$ cat config.mk
export PLATFORM = sky130hd
export DESIGN_NAME = demux1x4_stream
export DESIGN_NICKNAME = d
export VERILOG_FILES = /design/src/rtl/demux_pkg.sv /design/src/rtl/chan_fifo.sv /design/src/rtl/demux1x4_stream.sv
export SDC_FILE = /design/constraint.sdc
export NUM_CORES = 1
export LEC_CHECK = 0
export CAP_MARGIN = 20
export CORE_MARGIN = 2
export CORE_UTILIZATION = 43
export CTS_CLUSTER_SIZE = 12
export DETAILED_ROUTE_END_ITERATION = 6
export PLACE_DENSITY_LB_ADDON = 0.08
export SYNTH_ARGS = -nofsm -noshare
export SYNTH_HDL_FRONTEND = slang
export SYNTH_SLANG_ARGS = --single-unit
$ cat constraint.sdc
create_clock -name clk -period 2.6 [get_ports clk]
set_clock_uncertainty 0.2 [all_clocks]
set_input_delay 0.52 -clock clk [delete_from_list [all_inputs] [get_ports clk]]
set_output_delay 0.52 -clock clk [all_outputs]
set_load 0.05 [all_outputs]
$ cat src/rtl/demux_pkg.sv
// Shared constants for the 1-to-4 stream demultiplexer.
package demux_pkg;
  localparam int N_CH  = 4;
  localparam int SEL_W = 2;
endpackage

$ cat src/rtl/chan_fifo.sv
// Single-channel FIFO behind one demux output.
// State is EMPTY / PART / FULL, implied by the word count.
module chan_fifo #(
  parameter int DATA_W = 8,
  parameter int DEPTH  = 2
) (
  input  logic              clk,
  input  logic              rst_n,
  input  logic              push,
  input  logic [DATA_W-1:0] din,
  input  logic              pop,
  output logic [DATA_W-1:0] dout,
  output logic              valid,
  output logic              full
);
  localparam int PTR_W = $clog2(DEPTH);
  localparam int CNT_W = PTR_W + 1;

  logic [DATA_W-1:0] mem [DEPTH];
  logic [PTR_W-1:0]  wr_ptr;
  logic [PTR_W-1:0]  rd_ptr;
  logic [CNT_W-1:0]  count;
  logic              do_push;
  logic              do_pop;

  // A full channel refuses input even if it is popped in the same cycle.
  assign do_push = push & ~full;
  assign do_pop  = pop & valid;

  // NOTE: sequential state uses non-blocking assignments so every register
  // samples the pre-edge values, independent of statement order.
  always_ff @(posedge clk) begin
    if (!rst_n) begin
      wr_ptr <= '0;
      rd_ptr <= '0;
      count  <= '0;
      // NOTE: storage is cleared on reset so the data output is a known 0
      // afterwards; this costs a reset path on every storage bit.
      for (int k = 0; k < DEPTH; k++) mem[k] <= '0;
    end else begin
      if (do_push) begin
        mem[wr_ptr] <= din;
        wr_ptr      <= wr_ptr + PTR_W'(1);
      end
      if (do_pop) rd_ptr <= rd_ptr + PTR_W'(1);
      case ({do_push, do_pop})
        2'b10:   count <= count + CNT_W'(1);
        2'b01:   count <= count - CNT_W'(1);
        default: count <= count;
      endcase
    end
  end

  assign dout  = mem[rd_ptr];
  assign valid = (count != '0);
  assign full  = (count == CNT_W'(DEPTH));
endmodule

$ cat src/rtl/demux1x4_stream.sv
// 1-to-4 valid/ready stream demultiplexer with a small FIFO per channel.
// Top level: select decode, in_ready mux and output concatenation only.
module demux1x4_stream
  import demux_pkg::*;
#(
  parameter int DATA_W = 8,
  parameter int DEPTH  = 2
) (
  input  logic                   clk,
  input  logic                   rst_n,
  input  logic                   in_valid,
  output logic                   in_ready,
  input  logic [SEL_W-1:0]       in_sel,
  input  logic [DATA_W-1:0]      in_data,
  output logic [N_CH-1:0]        out_valid,
  input  logic [N_CH-1:0]        out_ready,
  output logic [N_CH*DATA_W-1:0] out_data,
  output logic [N_CH-1:0]        ch_full
);
  logic [N_CH-1:0] push;
  logic [N_CH-1:0] full_vec;

  // Only the addressed channel's fullness gates the input; others never stall it.
  assign in_ready = ~full_vec[in_sel];
  assign ch_full  = full_vec;

  for (genvar i = 0; i < N_CH; i++) begin : g_ch
    assign push[i] = in_valid & in_ready & (in_sel == SEL_W'(i));

    chan_fifo #(
      .DATA_W (DATA_W),
      .DEPTH  (DEPTH)
    ) u_fifo (
      .clk   (clk),
      .rst_n (rst_n),
      .push  (push[i]),
      .din   (in_data),
      .pop   (out_ready[i]),
      .dout  (out_data[i*DATA_W +: DATA_W]),
      .valid (out_valid[i]),
      .full  (full_vec[i])
    );
  end
endmodule

# After elaboration in Yosys (flattened, before gate mapping)
# Memory sizes are Yosys's and may differ from the RTL's. A register that Yosys moved wholly into a read port is not among the register bits.
# Index checks and enable logic that the tools add are counted.
dict set report word_totals {
  word_cells 118
  n_memories 4
  ramBits 64
  in_bits 17
  regBits 16
}
# memory depth word_bits read_ports rd_ports_with_merged_regs wr line_no
set mem_list {}
lappend mem_list {{g_ch[0].u_fifo.mem} 2 8 1 1 2 chan_fifo.sv:19} ;# logic [DATA_W-1:0] mem [DEPTH];
lappend mem_list {{g_ch[1].u_fifo.mem} 2 8 1 1 2 chan_fifo.sv:19}
lappend mem_list {{g_ch[2].u_fifo.mem} 2 8 1 1 2 chan_fifo.sv:19}
lappend mem_list {{g_ch[3].u_fifo.mem} 2 8 1 1 2 chan_fifo.sv:19}
dict set report op_classes {
  bitwise 18
  reduce_logical 13
  muxes 39
  eq_ne 15
  n_lt_le_gt_ge 1
  n_addsub 16
}
# operator n
set op_table {}
lappend op_table {{$mux 8} 4}
lappend op_table {{$reduce_or 8->1} 4}
lappend op_table {{$mux 1} 30}
lappend op_table {{$eq 2x2->1 const B} 10}
lappend op_table {{$pmux 2 s2} 4}
lappend op_table {{$reduce_bool 2->1} 8}
lappend op_table {{$and 1x1->1} 13}
lappend op_table {{$eq 2x1->1 const B} 5}
lappend op_table {{$add 1x1->1 const B} 8}
lappend op_table {{$add 2x1->2 const B} 4}
lappend op_table {{$sub 2x1->2 const B} 4}
lappend op_table {{$not 1->1} 5}
lappend op_table {{$lt 2x3->1 const B} 1}
lappend op_table {{$bmux 1 s2} 1}
lappend op_table {{$logic_not 2->1} 1}

# Longest topological paths before layout
dict set report depth {
  ltp_word 12
  depth_mapped 7
  depth_no_buf 6
}

# By module
# Synthesis repeated with hierarchy kept, for this count alone.
dict set report unflattened {
  cells_unflattened 319
  area_unflattened_um2 3762.4
}
# mod area_each_um2 cells_per_inst seq_area_each_um2 instances
set modules_own_cells {}
lappend modules_own_cells {chan_fifo 924.6 78 580.6 4}
lappend modules_own_cells {demux1x4_stream 63.8 7 0.0 1}

# Worst setup path before layout
# Ideal clock, no wire load.
dict set report synth_path {
  path_type {input-to-reg}
  start {in in_sel[1]}
  end {reg g_ch[3].u_fifo.count[1]}
  required_ns 2.324
  setup_slack_ns 0.371
  path_stages 6
  arrival_ns 1.953
  setup_time_ns 0.076
  n_path_buf 1
  path_cell_list {buf_6 > inv_2 > or3_2 > ha_1 > or3_1 > a21boi_0}
}
dict set report synth_via {
  elab_chain_len 8
  elab_cells_between_ends 11
}
# element line_no
set synth_rtl {}
lappend synth_rtl {{from (decl)} demux1x4_stream.sv:13} ;# input logic [SEL_W-1:0] in_sel,
lappend synth_rtl {{$bmux 1 s2} demux1x4_stream.sv:24} ;# assign in_ready = ~full_vec[in_sel];
lappend synth_rtl {{$mux 1 (implied by the code)} demux1x4_stream.sv:24}
lappend synth_rtl {{$not 1->1} demux1x4_stream.sv:24}
lappend synth_rtl {{$and 1x1->1} demux1x4_stream.sv:28} ;# assign push[i] = in_valid & in_ready & (in_sel == SEL_W'(i));
lappend synth_rtl {{$and 1x1->1 *} demux1x4_stream.sv:28}
lappend synth_rtl {{$and 1x1->1 *} chan_fifo.sv:27} ;# assign do_push = push & ~full;
lappend synth_rtl {{$eq 2x1->1 / $eq 2x2->1 (equally long branches)} chan_fifo.sv:46} ;# case ({do_push, do_pop})
lappend synth_rtl {{$pmux 2 s2 / $reduce_bool 2->1 (equally long branches)} n/a}
lappend synth_rtl {{to (signal assigned)} chan_fifo.sv:47} ;# 2'b10: count <= count + CNT_W'(1);
lappend synth_rtl {{to (signal assigned)} chan_fifo.sv:48} ;# 2'b01: count <= count - CNT_W'(1);
lappend synth_rtl {{to (signal assigned)} chan_fifo.sv:49} ;# default: count <= count;
lappend synth_rtl {{to (decl)} chan_fifo.sv:22} ;# logic [CNT_W-1:0] count;
# Every way passes the cells marked *; elsewhere a longest branch is shown, timed or not. The select of a mux whose other input is x is not followed.
# A chain may end at the register's enable or synchronous reset.

==> impl_results.md <==
* Status: completed
* Max Slew Vio Count at 0
* Warnings from Yosys at 0
* Most frequent cells in the layout: 64 x edfxtp_1, 36 x and2_1, 34 x dlygate4sd2_1
* Largest net degree at the start of global routing at 16
* Port Buffers at 57
* Die Area at 9692 um2
* Initial antenna violation count at 0
* I/O Pins at 58
* CTS sink cnt at 84
* DRC Markers at 0
* WHS at 298.7 ps
* Gpl congestion at slightly above 0.7
* Final WS setup at 150.0 ps
* Fin. Hold Viols at 0
* Worst Path Arrival at about 1700 ps
* CP Cell Sequence: mux2_2 > dlygate4sd2_1
* Least-Margin Pin Slew at 497.1 ps
* Starting density of the core at 44.20%
* Final-stage net count at 396
* Routed via count at approximately 2500
* Tmin final at 2450 ps
* Post-synthesis sequential area ratio at between 60% and 70%
* Htree depth at 3
* Total grt overflow at 0
* First-pass GRT wire length at 12920 um
* Pwr/cell area at 731.6 nW/um2
* Worst-path fanout max at 8
* Clk slew on worst S/H paths at 90 ps
* CP Launch Type: flop
* Largest stage delay, worst path at between 500 and 600 ps
* Routed length per instance at ~17 um
* Final setup viols at 0
* Slew HR at 66.75%
* Core Area at 8678 um2
* CP endpoint kind: output port
* EDFF count, synth at 64
* Mapped Nets at 319
* Die W at 98.45 um
* HP Class: reg -> reg
* Fillers at roughly 760
* Mapped Avg Cell Area at 12.87 um2
* Total GRT Usage at roughly 18%
* CP Class: reg -> out
* Fmax at 408.2 MHz
* N_diodes at 0
* Cell Area, Synth at about 3800 um2
* Fraction of layout cells with a size suffix above 1 at 26.05%
* FF/Latch Area at 2322 um2
* Fin area at a little under 5000 um2
* Slowest cell on crit path: dfxtp_1
* Pleak at 1.922 nW
* Ys flop type: edfxtp_1
* Gr busiest metal: met2
* CTS Buffer Depth at 2
* DRT Pass-1 Iters at 4
* Max-cap check violation count at 0
* Post-DRT Antenna Nets at 0
* Area after DPL at 4710 um2
* Area growth, synth to finish at 27.07%
* DP Cell Count at 472
* Worst-Skew Late Latency at around 340 ps
* Util after Layout at 56.17%
* Asr flop ratio synth at 0%
* Synth Register Bits at 84
* Final worst path period share at 94.23%
* Num rows at 34
* Library cells used by synthesis at 32
* Met3 Usage GRT at 3.475%
* Setup TNS at 0 ps
* Crit path required time at 1880 ps
* Place WS at -147.7 ps
* Num CTS Buffers at 9
* Commonest non-fill, non-tap cell in the layout: edfxtp_1
* Number of global-route vias before repair at between 2000 and 2500
* GR Layer Usage met2 at between 20% and 30%
* Gate Count Post-Synth at roughly 300
* Post-Layout Cell Count at between 400 and 500
* Final wirelength at 8300 um
* Worst VDD drop at slightly below 0.4 mV
* Die Span Y at 98.45 um
* Multi-input logic area at 1371 um2
* Setup slack, reg-to-reg at 430 ps
* CTS tree: built
* Met1 GRT Util at 23.31%
* Vias per std cell at 5.053
* CTS Root Cell: clkbuf_8
* RSZ-0062 raised after global routing: no
* Final Power at 3.566 mW
* Initial DRC Count at 127
* Final HPWL DP at between 5000 and 6000 um
==> logic make-up (layout without fill, tap and decap cells) <==
group / count (synthesis) / after routing / synth area share, %
and+or+nand+nor: 122 / 122 / 17.68
DFF: 84 / 84 / 60.53
muxes: 33 / 33 / 9.981
buffers and inverters: 23 / 105 / 3.718
AOI/OAI and AO/OA: 20 / 20 / 4.044
xor gates and xnor gates: 12 / 12 / 2.740
adders and majority gates: 4 / 4 / 1.305
==> Yosys cell counts (6+ instances only) <==
master / instances / area, um2
edfxtp_1: 64 / 1922
and2_1: 36 / 225.2
mux2_2: 32 / 360.4
nor2_1: 32 / 120.1
dfxtp_1: 20 / 400.4
nand2_1: 13 / 48.80
xnor2_1: 12 / 105.1
nor2b_1: 10 / 62.56
buf_4: 8 / 60.06
clkbuf_1: 7 / 26.28
or3_1: 6 / 37.54
==> what timing repair did <==
item,4_1_cts,5_1_grt
hold buffers,0,0
hold endpoints to repair,0,0
gates resized for setup,34,0
buffers inserted,0,0
setup endpoints to repair,34,0
==> layer usage <==
| layer | vias to the layer above | share of wire, % |
|---|---|---|
| met5 | - | 0 |
| li1 | 1194 | - |
| met2 | 64 | 50 |
| met3 | 8 | 5.2 |
| met4 | 0 | 0.78 |
| met1 | 1200 | 44 |
==> state kept, by name, summed over array words and instances, names as in the netlist, named ones only <==
name                flops
g_ch.u_fifo.count       8
g_ch.u_fifo.mem        64
g_ch.u_fifo.rd_ptr      4
g_ch.u_fifo.wr_ptr      4
==> layout make-up <==
type                            instances  area share (%)
Clock inverter                          6           1.437
Inverter                                2          0.1540
Clock buffer                           10           2.823
Sequential cell                        84           47.64
Multi-Input combinational cell        191           28.13
Timing Repair Buffer                   87           17.04
Tap cell                              108           2.772
==> critical path: cells and delay by family, from the launching register on <==
| kind | cells | cell delay, ps |
|---|---|---|
| flops | 1 | 560 |
| buf+inv | 1 | 420 |
| mux | 1 | 400 |
==> where the power goes <==
group	total, mW	internal (mW)	switching (mW)
combinational	0.967	0.384	0.583
clock	0.972	0.479	0.493
sequential	1.63	1.54	0.0878
total	3.57	2.40	1.16
==> final timing paths <==
| path | from | endpoint | depth (start not counted) |
|---|---|---|---|
| setup / recovery | flop | out_data[17] | 2 |
| hold / removal | g_ch[2].u_fifo.wr_ptr | g_ch[2].u_fifo.wr_ptr | 2 |
| setup reg to reg | g_ch[1].u_fifo.count[0] | g_ch[1].u_fifo.count[1] | 5 |
| hold reg to reg | g_ch[2].u_fifo.wr_ptr | g_ch[2].u_fifo.wr_ptr | 2 |
Note: power is estimated with default switching activity, not from simulation.
==> RTL change 1: new RTL, same flow settings <==
`DATA_W` is set to 8 in 2 places; all go to 6.
--- a/src/rtl/chan_fifo.sv
+++ b/src/rtl/chan_fifo.sv
@@ -2,5 +2,5 @@
 // State is EMPTY / PART / FULL, implied by the word count.
 module chan_fifo #(
-  parameter int DATA_W = 8,
+  parameter int DATA_W = 6,
   parameter int DEPTH  = 2
 ) (
--- a/src/rtl/demux1x4_stream.sv
+++ b/src/rtl/demux1x4_stream.sv
@@ -4,5 +4,5 @@
   import demux_pkg::*;
 #(
-  parameter int DATA_W = 8,
+  parameter int DATA_W = 6,
   parameter int DEPTH  = 2
 ) (
Ports: changed (resized in_data and out_data); port bits go from 58 to 48. No check against the original RTL was run, so the function may have changed too.
==> RTL change 1 against the original RTL <==
Sequential power down 19%; worst setup slack gained 0.026 ns; total power shrank 16%; global-route usage rose by 0.16 points; sequential cell count decreased by 16; hold slack better by 0.010 ns; critical path depth unchanged; count of clock-buffer cells in the layout did not move; routed wire length shrank 21%; die area shrank 17%; highest routed layer unchanged; area after synthesis shrank 18%; final area shrank 18%.
==> RTL change 1: results <==
{
  "power_frac_clock_pct": 29.0,
  "reg_top3": "g_ch.u_fifo.mem x48, g_ch.u_fifo.count x8",
  "nNetsFinal": 337,
  "ys_seq_area_share_pct": 58.5,
  "critPathMaxFanout": 5,
  "leakage_nw": 1.58,
  "grt_pass1_wl_mm": 10.3,
  "wl_per_cell_microns": 15.4,
  "avgSynthCellArea_sq_um": 12.3,
  "switching_share_pct": 32.1,
  "grtUsageMet3_pct": 5.63,
  "io_buffers": 47,
  "drive_gt1_share_pct": 24.5,
  "m1WireLength_mm": 3.04,
  "worst_path_dominant_cell_family": "buffers and inverters",
  "worstPathArrival_ns": 1.70,
  "synth_compound_area_share_pct": 4.93,
  "synth.area.top_cells": "edfxtp_1 46%, dfxtp_1 13%, mux2_2 8.6%",
  "place.gp.congestion": 0.754,
  "dr_wl_met2_mm": 3.03,
  "post-place-ws_ns": -0.128,
  "cts_resized": 26,
  "status": "completed",
  "grt_pass1_vias": 2001,
  "nFillCells": 644,
  "cts-root-buf": "clkbuf_8",
  "synthTopCellsByCount": "48 x edfxtp_1, 28 x and2_1, 24 x mux2_2, 24 x nor2_1, 20 x dfxtp_1",
  "post-dp-hpwl_mm": 4.58,
  "ir_worst_vdd_mv": 0.408,
  "crit_slowest_cell": "clkdlybuf4s50_1",
  "synth_nets": 275,
  "synth_edf_count": 48,
  "synthAdderAreaFrac_pct": 1.59,
  "use_met2_pct": 26.4,
  "top_layer_used": "met4",
  "drtIter0Drc": 209,
  "placed_area_sq_um": 3820,
  "synth_xor_area_share_pct": 3.34,
  "internal-power_mw": 2.03,
  "use_met1_pct": 24.5,
  "met3_wirelength_microns": 352,
  "tightest_slew_ns": 0.503,
  "vias": 2051,
  "routed_wirelength_mm": 6.52,
  "synthMuxAreaShare_pct": 9.42,
  "utilization_pct": 55.6,
  "synth_cell_types": 28,
  "slowest_delay_ns": 0.79,
  "seq_power_mw": 1.32,
  "dp.cells": 406,
  "grt_usage_pct": 17.9
}
[RTL change 1: cell types whose count changed after synthesis, sizes merged]
cell / before / now
nand2: 13 / 11
and2: 36 / 28
nor2: 32 / 24
mux2: 32 / 24
edfxtp: 64 / 48
[RTL change 1: final timing paths]
path	start	endpoint	slack [ns]
setup / recovery	g_ch[1].u_fifo.count[0]	out_valid[1]	0.18
hold / removal	g_ch[1].u_fifo.wr_ptr	g_ch[1].u_fifo.wr_ptr	0.31
setup reg to reg	g_ch[3].u_fifo.count[1]	g_ch[3].u_fifo.count[1]	0.56
hold reg to reg	g_ch[1].u_fifo.wr_ptr	g_ch[1].u_fifo.wr_ptr	0.31
[RTL change 1: cell type report]
class,instances,share of cell area (%)
Clock buffer,10,3.45
Clock inverter,6,1.60
Sequential cell,68,46.2
Tap cell,99,3.11
Timing Repair Buffer,72,15.9
Multi-Input combinational cell,165,29.6
Inverter,2,0.188
==> RTL change 2: new RTL, same settings <==
Without the edit above. Make the reset (`rst_n`) asynchronous in one clocked block.
--- a/src/rtl/chan_fifo.sv
+++ b/src/rtl/chan_fifo.sv
@@ -30,5 +30,5 @@
   // NOTE: sequential state uses non-blocking assignments so every register
   // samples the pre-edge values, independent of statement order.
-  always_ff @(posedge clk) begin
+  always_ff @(posedge clk or negedge rst_n) begin
     if (!rst_n) begin
       wr_ptr <= '0;
Formal check against the unedited RTL: differs if rst_n is asserted again (counterexample within 4 cycles, from zero or initial values and one cycle with rst_n low); with rst_n held inactive, the same outputs for 4 cycles.
==> RTL change 2 against the original RTL <==
Cell count is 12% lower; final area is 6.9% lower; routed wire length is 18% lower; fmax is 2.7% lower; via count is 15% lower; sequential cell count is 4 lower; synthesized cell count is 15% lower; worst setup slack worse by 0.068 ns; critical path depth is 1 higher; area after synthesis is 3.2% lower; highest routed layer unchanged.
Power is left out: the tool's default activity adds up to more than one toggle a clock period on the data nets, which glitch-free logic cannot reach.
==> RTL change 2: results <==
{
  "io_buffers": 57,
  "wl_per_cell_microns": 15.8,
  "clk_path_buf_depth": 2,
  "grt_pass1_wl_mm": 11.2,
  "grt_max_degree": 62,
  "min_path_cells": 1,
  "tightest_slew_ns": 0.492,
  "critPathMaxFanout": 2,
  "antenna_found_initial": 0,
  "drtIter0Drc": 53,
  "synth_cell_types": 28,
  "drive_gt1_share_pct": 52.0,
  "post-dp-hpwl_mm": 4.71,
  "status": "completed",
  "async_flop_share_pct": 100,
  "grt_usage_pct": 14.9,
  "ys_seq_area_share_pct": 53.9,
  "clk_pin_slew_ns": 0.07,
  "nNetsFinal": 339,
  "r2r_cells": 6,
  "grt_pass1_vias": 2160,
  "synthTopCellsByCount": "88 x mux2_2, 80 x dfrtp_1, 12 x xnor2_1",
  "reg_top3": "g_ch.u_fifo.mem x64, g_ch.u_fifo.count x8",
  "nFillCells": 720,
  "synth_nets": 274,
  "crit_slowest_cell": "mux4_1",
  "synth.area.top_cells": "dfrtp_1 54%, mux2_2 27%, mux2_4 3.2%",
  "viasPerCell": 4.91,
  "use_met1_pct": 21.5,
  "use_met2_pct": 21.3,
  "worstPathArrival_ns": 1.80,
  "yosys_most_used_dff": "dfrtp_1",
  "place.gp.congestion": 0.758,
  "grtUsageMet3_pct": 5.13
}
==> RTL change 2: layout make-up <==
cell class	instances	share of cell area, %
well taps	105	2.89
multi-input cells	153	35.2
clock inverters	5	0.717
flip-flops and latches	80	44.1
inverters	4	0.331
clock buffers	11	3.11
repair buffers	70	13.6
==> RTL change 2: timing repair <==
action	4_1_cts	5_1_grt
hold endpoints to repair	19	0
resized for setup	6	0
endpoints found under the setup margin	5	0
hold buffers	1	0
==> RTL change 2: logic make-up (layout without fill, tap and decap cells) <==
family        count (synthesis)  count (layout)  synth area share, %
fa+ha+maj                     4               4                 1.35
buf+inv                      20              90                 3.13
simple gates                 32              32                 6.30
mux                          97              97                 30.6
xor+xnor                     20              20                 4.72
flops                        80              80                 53.9
==> RTL change 2: worst paths after layout <==
check,slack (ns),startpoint,endpoint
max,0.08,in_sel[0],in_ready
min,0.29,g_ch[3].u_fifo.count[1],g_ch[3].u_fifo.count[1]
max reg2reg,0.63,g_ch[2].u_fifo.count[0],g_ch[2].u_fifo.count[1]
min reg2reg,0.29,g_ch[3].u_fifo.count[1],g_ch[3].u_fifo.count[1]
max in group asynchronous,1.19,rst_n,g_ch[0].u_fifo.mem[9]
min in group asynchronous,0.38,rst_n,g_ch[2].u_fifo.rd_ptr
==> RTL change 2: critical path, delay by kind of cell <==
family | cells | cell delay [ns]
buffers and inverters | 2 | 0.71
muxes | 1 | 0.57
==> RTL change 2: per-stage QoR <==
step / worst slack (ns) / std cells / hold WS [ns] / utilization, % / area (sq um)
floorplan: 0.373 / 253 / 0.0244 / - / 3710
global placement: 0.0869 / 411 / 0.223 / 52.5 / 4360
detailed placement: 0.0651 / 411 / 0.225 / 52.5 / 4360
CTS: 0.0720 / 428 / 0.290 / 54.7 / 4540
global route: 0.0164 / 428 / 0.320 / 54.7 / 4540
finish: 0.0818 / 428 / 0.287 / 54.7 / 4540
==> RTL change 2: per-layer routing <==
layer  routed length (microns)  up-vias
li1                          -     1013
met1                      3400     1043
met2                      3020       42
met3                       281        5
met4                        78        0
met5                         0        -
